**src/rtl/mem_load_unit.sv**
```systemverilog
// Load-side memory access stage: one Avalon word read per request, with byte/half
// extraction and sign/zero extension, or raw word plus byte_number for LWL/LWR merging.
module mem_load_unit #(
    parameter int unsigned MAX_WAIT = 255
) (
    input  logic        clk,
    input  logic        reset_n,
    input  logic        req_valid,
    output logic        req_ready,
    input  logic [2:0]  req_op,
    input  logic [31:0] req_addr,
    input  logic [4:0]  req_rt,
    output logic [31:0] avm_address,
    output logic        avm_read,
    output logic [3:0]  avm_byteenable,
    input  logic        avm_waitrequest,
    input  logic [31:0] avm_readdata,
    output logic        rsp_valid,
    input  logic        rsp_ready,
    output logic [31:0] rsp_data,
    output logic [2:0]  rsp_byte_number,
    output logic        rsp_merge,
    output logic [2:0]  rsp_op,
    output logic [4:0]  rsp_rt,
    output logic        rsp_err,
    output logic        busy
);

    localparam logic [2:0] OP_LB  = 3'b000;
    localparam logic [2:0] OP_LBU = 3'b001;
    localparam logic [2:0] OP_LH  = 3'b010;
    localparam logic [2:0] OP_LHU = 3'b011;
    localparam logic [2:0] OP_LW  = 3'b100;
    localparam logic [2:0] OP_LWL = 3'b101;
    localparam logic [2:0] OP_LWR = 3'b110;
    localparam logic [2:0] OP_ILL = 3'b111;

    localparam logic [15:0] WAIT_LAST = 16'(MAX_WAIT - 1);

    typedef enum logic [1:0] {IDLE, READ, RESP} state_t;

    state_t      state, state_nxt;
    logic [15:0] wait_cnt, wait_cnt_nxt;
    logic [1:0]  lane, lane_nxt;
    logic [31:0] avm_address_nxt, rsp_data_nxt;
    logic [3:0]  avm_byteenable_nxt;
    logic [2:0]  rsp_byte_number_nxt, rsp_op_nxt;
    logic        rsp_merge_nxt, rsp_err_nxt;
    logic [4:0]  rsp_rt_nxt;
    logic        fault, merge;

    function automatic logic [31:0] extract(input logic [2:0] op, input logic [1:0] b,
                                            input logic [31:0] w);
        logic [7:0]  byt;
        logic [15:0] half;
        byt  = w[{b, 3'b000} +: 8];
        half = b[1] ? w[31:16] : w[15:0];
        case (op)
            OP_LB:   extract = {{24{byt[7]}}, byt};
            OP_LBU:  extract = {24'd0, byt};
            OP_LH:   extract = {{16{half[15]}}, half};
            OP_LHU:  extract = {16'd0, half};
            default: extract = w;
        endcase
    endfunction

    assign req_ready = (state == IDLE);
    assign avm_read  = (state == READ);
    assign rsp_valid = (state == RESP);
    assign busy      = (state != IDLE);

    assign merge = (req_op == OP_LWL) || (req_op == OP_LWR);
    assign fault = (((req_op == OP_LH) || (req_op == OP_LHU)) && req_addr[0])
                 || ((req_op == OP_LW) && (req_addr[1:0] != 2'b00))
                 || (req_op == OP_ILL);

    always_comb begin
        state_nxt           = state;
        wait_cnt_nxt        = wait_cnt;
        lane_nxt            = lane;
        avm_address_nxt     = avm_address;
        avm_byteenable_nxt  = avm_byteenable;
        rsp_data_nxt        = rsp_data;
        rsp_byte_number_nxt = rsp_byte_number;
        rsp_merge_nxt       = rsp_merge;
        rsp_op_nxt          = rsp_op;
        rsp_rt_nxt          = rsp_rt;
        rsp_err_nxt         = rsp_err;
        case (state)
            IDLE: begin
                if (req_valid) begin
                    lane_nxt            = req_addr[1:0];
                    avm_address_nxt     = {req_addr[31:2], 2'b00};
                    rsp_op_nxt          = req_op;
                    rsp_rt_nxt          = req_rt;
                    rsp_data_nxt        = '0;
                    rsp_merge_nxt       = merge;
                    rsp_byte_number_nxt = merge ? ({1'b0, req_addr[1:0]} + 3'd1) : 3'd0;
                    rsp_err_nxt         = fault;
                    wait_cnt_nxt        = '0;
                    case (req_op)
                        OP_LB, OP_LBU: avm_byteenable_nxt = 4'b0001 << req_addr[1:0];
                        OP_LH, OP_LHU: avm_byteenable_nxt = req_addr[1] ? 4'b1100 : 4'b0011;
                        default:       avm_byteenable_nxt = 4'b1111;
                    endcase
                    state_nxt = fault ? RESP : READ;
                end
            end
            READ: begin
                if (!avm_waitrequest) begin
                    rsp_data_nxt = extract(rsp_op, lane, avm_readdata);
                    state_nxt    = RESP;
                end else if (wait_cnt == WAIT_LAST) begin
                    rsp_err_nxt  = 1'b1;
                    rsp_data_nxt = '0;
                    state_nxt    = RESP;
                end else begin
                    wait_cnt_nxt = wait_cnt + 16'd1;
                end
            end
            RESP: begin
                if (rsp_ready) state_nxt = IDLE;
            end
            default: state_nxt = IDLE;
        endcase
    end

    always_ff @(posedge clk or negedge reset_n) begin
        if (!reset_n) begin
            state           <= IDLE;
            wait_cnt        <= '0;
            lane            <= '0;
            avm_address     <= '0;
            avm_byteenable  <= '0;
            rsp_data        <= '0;
            rsp_byte_number <= '0;
            rsp_merge       <= 1'b0;
            rsp_op          <= '0;
            rsp_rt          <= '0;
            rsp_err         <= 1'b0;
        end else begin
            state           <= state_nxt;
            wait_cnt        <= wait_cnt_nxt;
            lane            <= lane_nxt;
            avm_address     <= avm_address_nxt;
            avm_byteenable  <= avm_byteenable_nxt;
            rsp_data        <= rsp_data_nxt;
            rsp_byte_number <= rsp_byte_number_nxt;
            rsp_merge       <= rsp_merge_nxt;
            rsp_op          <= rsp_op_nxt;
            rsp_rt          <= rsp_rt_nxt;
            rsp_err         <= rsp_err_nxt;
        end
    end

endmodule

```
**config.mk**
```make
export PLATFORM = sky130hd
export DESIGN_NAME = mem_load_unit
export DESIGN_NICKNAME = d
export VERILOG_FILES = /design/src/rtl/mem_load_unit.sv
export SDC_FILE = /design/constraint.sdc
export NUM_CORES = 1
export LEC_CHECK = 0
export ABC_AREA = 1
export CAP_MARGIN = 0
export CORE_MARGIN = 1.5
export CORE_UTILIZATION = 37
export CTS_BUF_LIST = sky130_fd_sc_hd__clkbuf_2 sky130_fd_sc_hd__clkbuf_4 sky130_fd_sc_hd__clkbuf_8
export DETAILED_ROUTE_END_ITERATION = 10
export PLACE_DENSITY_LB_ADDON = 0.25
export SYNTH_ARGS = -nofsm -noshare
export SYNTH_HDL_FRONTEND = slang
export SYNTH_SLANG_ARGS = --single-unit
```
**constraint.sdc**
```tcl
create_clock -name clk -period 3.57 [get_ports clk]
set_clock_uncertainty 0.1 [all_clocks]
set_input_delay 0.714 -clock clk [delete_from_list [all_inputs] [get_ports clk]]
set_output_delay 0.714 -clock clk [all_outputs]
set_load 0.01 [all_outputs]
```
==> impl_metrics.py, run 1 <==
metrics = {
    "sta": {
        "relSlewSlack_pct": 44.5,
        "final_max_slew_viol_count": 0,
        "setup_tns_ns": 0,
        "period_share_pct": 80.9,
        "setup_violations": 0,
        "period_needed_ns": 2.89,
        "hold_viol": 0,
        "grt_setup_unrepaired": "false",
        "max_freq_ghz": 0.346,
        "worstMarginPinSlew_ns": 0.832,
    },
    "route": {
        "wl_per_cell_um": 13.5,
        "drc": 0,
        "first_pass_iters": 4,
        "ant_nets": 0,
        "drt_wl_total_um": 13500,
        "drt_iter0_markers": 279,
        "vias": 4700,
        "viasPerCell": 4.70,
    },
    "floorplanning": {
        "start_util_pct": 38.2,
        "die_w_um": 120,
        "dieArea_um2": 14400,
        "core_um2": 13300,
        "boundaryPins": 162,
        "die_h_um": 120,
        "rows": 42,
    },
    "layout": {
        "stdcell_count": 999,
        "multi_input_area_um2": 2220,
        "drive_gt1_share_pct": 5.22,
        "final_cell_mix": "nand2_1 (310), clkdlybuf4s50_1 (158), dfrtp_1 (99)",
        "nFillCells": 1299,
        "area_growth_pct": 35.9,
        "seq_area_um2": 2480,
        "layout_commonest_cell": "nand2_1",
        "diodes": 0,
        "fin_nets": 902,
    },
    "clock_network": {
        "clkTransAtPathRegs_ns": 0.10,
        "cts_tree": "built",
        "clk_latency_ns": 0.37,
        "ctsHtreeMaxLevel": 3,
        "numCtsBuffers": 9,
        "cts_setup_buffers": 0,
        "cts_sinks": 99,
        "cts_hold_buf": 0,
        "root_buffer": "clkbuf_8",
        "cts.path.max_buffers": 2,
        "post_cts_resize_count": 0,
    },
    "grt": {
        "grt_antenna_before_repair": 0,
        "grt_first_pass_wirelength_um": 22300,
        "grt_pass1_vias": 4614,
        "grt_overflow": 0,
        "grt_usage_pct": 19.3,
        "grt_max_degree": 70,
    },
    "power": {
        "p_leak_nw": 3.38,
        "ir_worst_vdd_mv": 0.369,
        "pwr_density_cell_nw_per_um2": 711,
    },
    "yosys": {
        "async_flop_share_pct": 100,
        "synth_flop_cell": "dfrtp_1",
        "yosys_register_bits": 99,
        "synth-edff-count": 0,
        "synth_cell_type_count": 30,
        "yosysSeqAreaShare_pct": 48.8,
        "yosysWarnings": 0,
        "synth_area_um2": 5080,
        "syn_inst": 675,
        "syn_avg_cell_area_um2": 7.52,
    },
    "flow_run": {
        "maxCapViolCount": 0,
    },
    "run_status": {
        "outcome": "finished, final reports clean",
    },
    "place": {
        "place_hpwl_um": 9690,
        "port_buffers": 159,
        "gp_congestion": 0.838,
        "placed_cells": 984,
    },
    "critical_path": {
        "crit_arrival_ns": 2.08,
        "critPathKind": "flip-flop to primary output",
        "worstSetupEndpointType": "primary output",
        "cp_data_required_time_ns": 2.76,
        "worst-path-max-fanout": 11,
        "cp-start-kind": "flip-flop",
    },
    "min_path": {
        "min_path_type": "input port to asynchronous set/reset pin",
    },
}
==> worst max-delay path, stage by stage, from the launching register on <==
cell             delay (ns)
dfrtp_1                0.42
inv_2                  0.10
nand2_1                0.31
inv_2                  0.29
clkdlybuf4s50_1        0.58
==> routing by layer <==
layer	vias up	share of wire [%]	track usage, %
li1	2371	-	-
met1	2152	46	25.3
met2	164	45	30.5
met3	13	8.5	5.51
met4	0	1.2	7.14
met5	-	0	0
==> cells by family (layout without fill, tap and decap cells) <==
logic type / count (synthesis) / in the layout / share of synthesized area, %
xor gates and xnor gates: 7 / 7 / 1.21
AOI/OAI and AO/OA: 80 / 80 / 8.60
adders and majority gates: 6 / 6 / 1.48
DFF: 99 / 99 / 48.8
other: 1 / 2 / 0.0738
buffers and inverters: 78 / 225 / 7.54
and+or+nand+nor: 404 / 404 / 32.3
==> cell type report <==
class	count	share of cell area, %
clock inverter	3	0.344
clock buffer	12	2.21
timing repair buffer	163	23.6
tap	176	3.19
multi-input combinational	499	32.2
sequential	99	35.9
inverter	47	2.56
==> flip-flops by register name, summed over array words and instances, names as in the netlist <==
| signal | flops |
|---|---|
| rsp_data | 32 |
| avm_address | 30 |
| wait_cnt | 16 |
| rsp_rt | 5 |
| avm_byteenable | 4 |
| rsp_byte_number | 3 |
| rsp_op | 3 |
| lane | 2 |
| state | 2 |
| rsp_err | 1 |
| rsp_merge | 1 |
==> through the flow <==
step | hold slack, ns | util [%] | instance area (µm²) | power (mW) | setup slack, ns
after global placement | 0.354 | 50.6 | 6730 | 4.22 | 1.07
after detailed placement | 0.359 | 50.6 | 6730 | 4.26 | 1.04
after floorplan | 0.318 | - | 5080 | 3.12 | 1.90
after global routing | 0.199 | 51.9 | 6900 | 5.28 | 0.540
after CTS | 0.173 | 51.9 | 6900 | 4.98 | 0.636
final | 0.182 | 51.9 | 6900 | 4.91 | 0.680
==> worst paths after layout <==
check	startpoint	to	slack, ns	cells past startpoint
setup reg to reg	state[1]	wait_cnt[15]	1.43	5
hold reg to reg	rsp_data[26]	rsp_data[26]	0.38	2
hold / removal	reset_n	rsp_data[8]	0.18	1
setup / recovery	state[1]	avm_read	0.68	4
min in group clk	rsp_data[26]	rsp_data[26]	0.38	2
max in group asynchronous	reset_n	avm_address[19]	2.48	2
==> where the power goes <==
part           internal [mW]  switching, mW
sequential              1.53          0.324
combinational           1.12           1.26
clock                  0.288          0.396
==> Yosys cell counts, types with 2 or more instances <==
master / instances / share of area, %
a21oi_1: 33 / 3.3
a21oi_2: 2 / 0.34
buf_2: 6 / 0.59
buf_4: 8 / 1.2
buf_6: 7 / 1.6
clkbuf_1: 10 / 0.74
dfrtp_1: 99 / 49
ha_1: 6 / 1.5
inv_1: 41 / 3.0
inv_2: 6 / 0.44
nand2_1: 310 / 23
nand2_2: 3 / 0.37
nand2_4: 2 / 0.44
nand3_1: 25 / 2.5
nand3_4: 2 / 0.69
nand4_1: 4 / 0.49
nor2_1: 51 / 3.8
nor2_2: 2 / 0.25
nor2_4: 3 / 0.67
o21ai_0: 33 / 3.3
o21ai_1: 2 / 0.20
o21ai_2: 3 / 0.52
o21bai_1: 5 / 0.74
xor2_1: 6 / 1.0
No activity file was read; power rests on OpenSTA's default activity.
==> run 2, diff against run 1 <==
Clock period 3.57 ns to 2.55 ns, I/O delays scaled along.
==> run 2 against run 1 <==
Setup slack got worse by 0.48 ns. Sequential share of layout area is 0.50 points lower. Clock-buffer cell count did not move.
==> impl_metrics.py, run 2 (synthesized netlist as in run 1, its figures left out) <==
metrics = {
    "run_status": {
        "outcome": "finished, final reports clean",
    },
    "clock_network": {
        "clkTransAtPathRegs_ns": 0.10,
        "post_cts_resize_count": 0,
        "numCtsBuffers": 9,
        "cts_hold_buf": 0,
        "ctsHtreeMaxLevel": 3,
        "clk_latency_ns": 0.37,
        "root_buffer": "clkbuf_8",
        "cts.path.max_buffers": 2,
        "cts_tree": "built",
        "cts_setup_buffers": 0,
        "cts_sinks": 99,
    },
    "min_path": {
        "min_path_type": "input port to asynchronous set/reset pin",
    },
    "layout": {
        "nFillCells": 1247,
        "layout_commonest_cell": "nand2_1",
        "final_cell_area_um2": 7000,
        "drive_gt1_share_pct": 5.91,
        "area_growth_pct": 37.9,
        "fin_nets": 907,
        "multi_input_area_um2": 2220,
        "final_cell_mix": "nand2_1 (310), clkdlybuf4s50_1 (158), dfrtp_1 (99)",
        "seq_area_um2": 2480,
        "largest_register_ffs": 32,
        "top_register": "rsp_data",
        "largestRegisters": "rsp_data x32, avm_address x30, wait_cnt x16",
        "diodes": 0,
    },
    "route": {
        "vias": 4711,
        "drt_wl_total_um": 13800,
        "ant_nets": 0,
        "drc": 0,
        "viasPerCell": 4.69,
        "first_pass_iters": 5,
        "wl_per_cell_um": 13.7,
        "drt_iter0_markers": 249,
    },
    "floorplanning": {
        "die_h_um": 120,
        "boundaryPins": 162,
        "die_w_um": 120,
        "core_um2": 13300,
        "rows": 42,
        "start_util_pct": 38.2,
        "dieArea_um2": 14400,
    },
    "grt": {
        "grt_max_degree": 41,
        "grt_antenna_before_repair": 0,
        "grt_usage_pct": 20.0,
        "grt_pass1_vias": 4766,
        "grt_overflow": 0,
        "grt_first_pass_wirelength_um": 23100,
    },
    "sta": {
        "final_max_slew_viol_count": 0,
        "period_needed_ns": 2.34,
        "worstMarginPinSlew_ns": 0.801,
        "setup_tns_ns": 0,
        "relSlewSlack_pct": 46.6,
        "max_freq_ghz": 0.426,
        "whs_ns": 0.00690,
        "hold_viol": 0,
        "grt_setup_unrepaired": "false",
        "period_share_pct": 92.0,
        "setup_violations": 0,
    },
    "critical_path": {
        "cp-start-kind": "flip-flop",
        "cp_data_required_time_ns": 1.94,
        "worst-path-max-fanout": 9,
        "rrSetupSlack_ns": 0.45,
        "crit_arrival_ns": 1.73,
        "worstSetupEndpointType": "primary output",
        "critPathKind": "flip-flop to primary output",
    },
    "place": {
        "port_buffers": 159,
        "gp_congestion": 0.823,
        "dpl_cell_area_um2": 6770,
        "place_hpwl_um": 10000,
    },
    "power": {
        "pwr_density_cell_nw_per_um2": 1020,
        "p_leak_nw": 3.44,
        "ir_worst_vdd_mv": 0.524,
    },
    "flow_run": {
        "maxCapViolCount": 0,
    },
}
## run 2: stage by stage
step | power [mW] | worst slack, ns | util [%] | cells
3_5_place_dp | 6.01 | 0.193 | 50.9 | 989
6_report | 7.15 | 0.205 | 52.7 | 1005
3_3_place_gp | 5.93 | 0.261 | 50.9 | 989
2_1_floorplan | 4.37 | 1.05 | - | 676
4_1_cts | 7.24 | 0.182 | 52.7 | 1005
5_1_grt | 7.71 | 0.107 | 52.7 | 1005
## run 2: critical path, cell delays in order (launching register included)
cell	delay [ns]
dfrtp_1	0.43
inv_2	0.10
nand2_1	0.08
inv_2	0.18
clkdlybuf4s50_1	0.57
## run 2: final timing paths
| check | from | endpoint | depth (start not counted) |
|---|---|---|---|
| max reg2reg | wait_cnt[0] | wait_cnt[15] | 7 |
| min in group clk | rsp_data[28] | rsp_data[28] | 2 |
| max | state[1] | avm_read | 4 |
| min | reset_n | wait_cnt[10] | 1 |
| min reg2reg | rsp_data[28] | rsp_data[28] | 2 |
| max in group asynchronous | reset_n | rsp_data[4] | 2 |
## run 2: cell type report
type / instances / share of cell area [%]
Clock inverter: 4 / 1.11
Multi-Input combinational cell: 499 / 31.7
Inverter: 47 / 2.52
Tap cell: 176 / 3.15
Timing Repair Buffer: 168 / 23.8
Clock buffer: 12 / 2.27
Sequential cell: 99 / 35.4
## run 2: per-layer routing
metal / global-route usage [%] / routed length (µm)
met5: 0 / 0
met3: 6.08 / 1180
met1: 26.3 / 6240
met2: 31.7 / 6180
met4: 6.40 / 157
## run 2: power by group
group | leakage [nW] | internal (mW) | switching [mW]
logic | 2.03 | 1.59 | 1.79
registers | 1.29 | 2.14 | 0.440
clock network | 0.121 | 0.625 | 0.563
==> run 3, diff against run 2 <==
Settings changed: ABC_AREA 1 to default.
==> run 3 against run 2 <==
Clock-buffer cell count up 2. Final area down 1.4%. Worst hold slack worse by 0.0043 ns. Largest cell class unchanged. Die area down 4.2%. Utilization up 1.6 points. Via count down 5.2%. Sequential power up 3%. Combinational power up 4%. Highest routed layer unchanged. Non-clock buffer count up 13. First-iteration DRC count up 11%. Sequential share of layout area up 0.52 points.
==> impl_metrics.py, run 3 <==
metrics = {
    "run_status": {
        "outcome": "finished, final reports clean",
    },
    "floorplanning": {
        "core_um2": 12700,
        "boundaryPins": 162,
        "die_w_um": 118,
        "rows": 41,
        "die_h_um": 118,
        "start_util_pct": 38.2,
        "dieArea_um2": 13800,
    },
    "yosys": {
        "synth.largest_area_cell": "dfrtp_1",
        "synth_flop_cell": "dfrtp_1",
        "synth-edff-count": 0,
        "yosysWarnings": 0,
        "synth_cell_type_count": 55,
        "syn_inst": 517,
        "synth_area_leaders": "dfrtp_1 (51%), nand2_1 (11%), a221o_1 (3.7%)",
        "yosysSeqAreaShare_pct": 51.0,
        "synth_top_area_share_pct": 51.0,
        "yosysMostFrequentCell": "nand2_1",
        "syn_avg_cell_area_um2": 9.40,
        "yosys-top-cells-count": "nand2_1 (146), dfrtp_1 (99), a21oi_1 (24), o21ai_0 (23), clkbuf_1 (20)",
        "yosys_register_bits": 99,
        "synth_area_um2": 4860,
        "async_flop_share_pct": 100,
    },
    "route": {
        "wl_per_cell_um": 15.9,
        "vias": 4468,
        "ant_nets": 0,
        "drc": 0,
        "drt_iter0_markers": 277,
        "first_pass_iters": 5,
        "drt_wl_total_um": 13600,
        "viasPerCell": 5.24,
    },
    "critical_path": {
        "cp-start-kind": "flip-flop",
        "rr_startpoint": "wait_cnt[0]",
        "rrSetupSlack_ns": 0.26,
        "critPathBufInv": 2,
        "worstSetupEndpoint": "avm_read",
        "cpMaxStageDelayCell": "dfrtp_1",
        "reg2regPathDepth": 7,
        "crit_arrival_ns": 1.75,
        "critPathMaxStageDelay_ns": 0.57,
        "reg2reg_to": "rsp_data[29]",
        "path_cells": "nand2b_1 -> inv_1 -> clkdlybuf4s50_1",
        "worstSetupEndpointType": "primary output",
        "crit_family": "buffers and inverters",
        "worst-path-max-fanout": 10,
        "path_depth": 3,
        "crit_start": "state[0]",
        "critPathKind": "flip-flop to primary output",
        "cp_data_required_time_ns": 1.94,
    },
    "clock_network": {
        "cts_hold_buf": 0,
        "clk_latency_ns": 0.37,
        "cts_tree": "built",
        "post_cts_resize_count": 0,
        "clkTransAtPathRegs_ns": 0.09,
        "cts.path.max_buffers": 2,
        "ctsHtreeMaxLevel": 3,
        "numCtsBuffers": 9,
        "root_buffer": "clkbuf_8",
        "cts_setup_buffers": 0,
        "cts_sinks": 99,
    },
    "layout": {
        "final_cell_mix": "clkdlybuf4s50_1 (158), nand2_1 (146), dfrtp_1 (99)",
        "diodes": 0,
        "stdcell_count": 852,
        "fin_nets": 758,
        "layout_commonest_cell": "clkdlybuf4s50_1",
        "largest_register_ffs": 32,
        "final_cell_area_um2": 6900,
        "largestRegisters": "rsp_data x32, avm_address x30, wait_cnt x16",
        "top_register": "rsp_data",
        "area_growth_pct": 41.9,
        "postLayoutCoreUtil_pct": 54.2,
        "drive_gt1_share_pct": 7.65,
    },
    "grt": {
        "grt_use_met3_pct": 6.01,
        "top_usage_layer": "met2",
        "grt_overflow": 0,
        "use_met1_pct": 26.7,
        "use_met2_pct": 31.1,
        "grt_first_pass_wirelength_um": 22500,
        "grt_usage_pct": 20.2,
        "grt_pass1_vias": 4461,
        "grt_antenna_before_repair": 0,
        "grt_max_degree": 44,
    },
    "min_path": {
        "min_path_type": "input port to asynchronous set/reset pin",
    },
    "sta": {
        "relSlewSlack_pct": 57.4,
        "worstMarginPinSlew_ns": 0.638,
        "setup_violations": 0,
        "setup_tns_ns": 0,
        "hold_viol": 0,
        "grt_setup_unrepaired": "false",
        "period_needed_ns": 2.36,
        "period_share_pct": 92.5,
        "final_max_slew_viol_count": 0,
        "max_freq_ghz": 0.424,
    },
    "flow_run": {
        "maxCapViolCount": 0,
    },
    "power": {
        "pwr_density_cell_nw_per_um2": 1050,
        "clkPwrFrac_pct": 14.5,
        "p_seq_share_pct": 36.7,
        "p_int_mw": 4.61,
        "p_leak_nw": 3.12,
        "comb_power_share_pct": 48.8,
        "power_switching_mw": 2.63,
        "ir_worst_vdd_mv": 0.495,
        "netSwitchingFraction_pct": 36.3,
    },
    "place": {
        "place_hpwl_um": 10100,
        "gp_congestion": 0.866,
        "placed_cells": 836,
        "port_buffers": 159,
        "dpl_cell_area_um2": 6700,
    },
}
[run 3: cell types whose count changed after synthesis, sizes merged, moves of 7 or more]
cell    before  now
a21oi       35   24
a221o        0   18
a22o         0    9
buf         21   14
clkbuf      10   21
inv         47   14
mux2i        0   12
nand2      315  146
nand3       27    6
nor2        56   19
nor2b        0   17
nor3         0    7
o21ai       38   24
o22ai        0    7
[run 3: cells by family (layout without fill, tap and decap cells)]
group | count (synthesis) | count (layout) | synth area share (%)
and+or+nand+nor | 235 | 235 | 23.0
AOI/OAI and AO/OA | 111 | 111 | 16.2
DFF | 99 | 99 | 51.0
buffers and inverters | 49 | 211 | 4.45
muxes | 14 | 14 | 3.40
adders and majority gates | 6 | 6 | 1.54
xor gates and xnor gates | 2 | 2 | 0.360
other | 1 | 2 | 0.0771
[run 3: worst min-delay path by stage]
stage,end,start,cells after the start
4_1_cts,rsp_data[18],reset_n,1
2_1_floorplan,avm_address[10],reset_n,0
6_report,rsp_data[2],reset_n,1
5_1_grt,lane[1],reset_n,1
3_3_place_gp,avm_address[3],avm_address[3],2
3_5_place_dp,avm_address[4],avm_address[4],2
[run 3: layout make-up]
cell class,instances,area [µm²]
clock buffers,14,168
clock inverters,2,35.0
fillers,1198,5820
inverters,14,52.6
multi-input cells,370,2170
flip-flops and latches,99,2480
well taps,172,215
repair buffers,181,1780
[run 3: power groups by stage]
stage	Sequential (mW)	Clock, mW	Combinational (mW)
3_5_place_dp	2.69	0	3.56
3_3_place_gp	2.67	0	3.49
6_report	2.65	1.05	3.53
5_1_grt	2.75	1.14	3.86
2_1_floorplan	2.87	0	1.48
4_1_cts	2.66	1.08	3.57
[run 3: per-layer routing]
| metal | routed length (µm) | up-vias |
|---|---|---|
| li1 | - | 2118 |
| met5 | 0 | - |
| met4 | 331 | 0 |
| met1 | 6030 | 2126 |
| met3 | 1190 | 25 |
| met2 | 6010 | 199 |
[run 3: metrics by stage]
step	worst slack (ns)	total power, mW	hold WS, ns
after floorplan	0.554	4.34	0.114
after global placement	0.104	6.16	0.358
after detailed placement	0.0625	6.24	0.362
after CTS	0.144	7.31	0.0102
after global routing	0.0238	7.75	0.0345
final	0.192	7.23	0.00261
[run 3: worst register-to-register path, cell delays in order, from the launching register on]
cell     delay (ns)
dfrtp_1        0.47
inv_1          0.11
ha_1           0.17
nor3b_1        0.31
and4_1         0.32
o21ai_4        0.06
buf_4          0.23
a221o_1        0.40
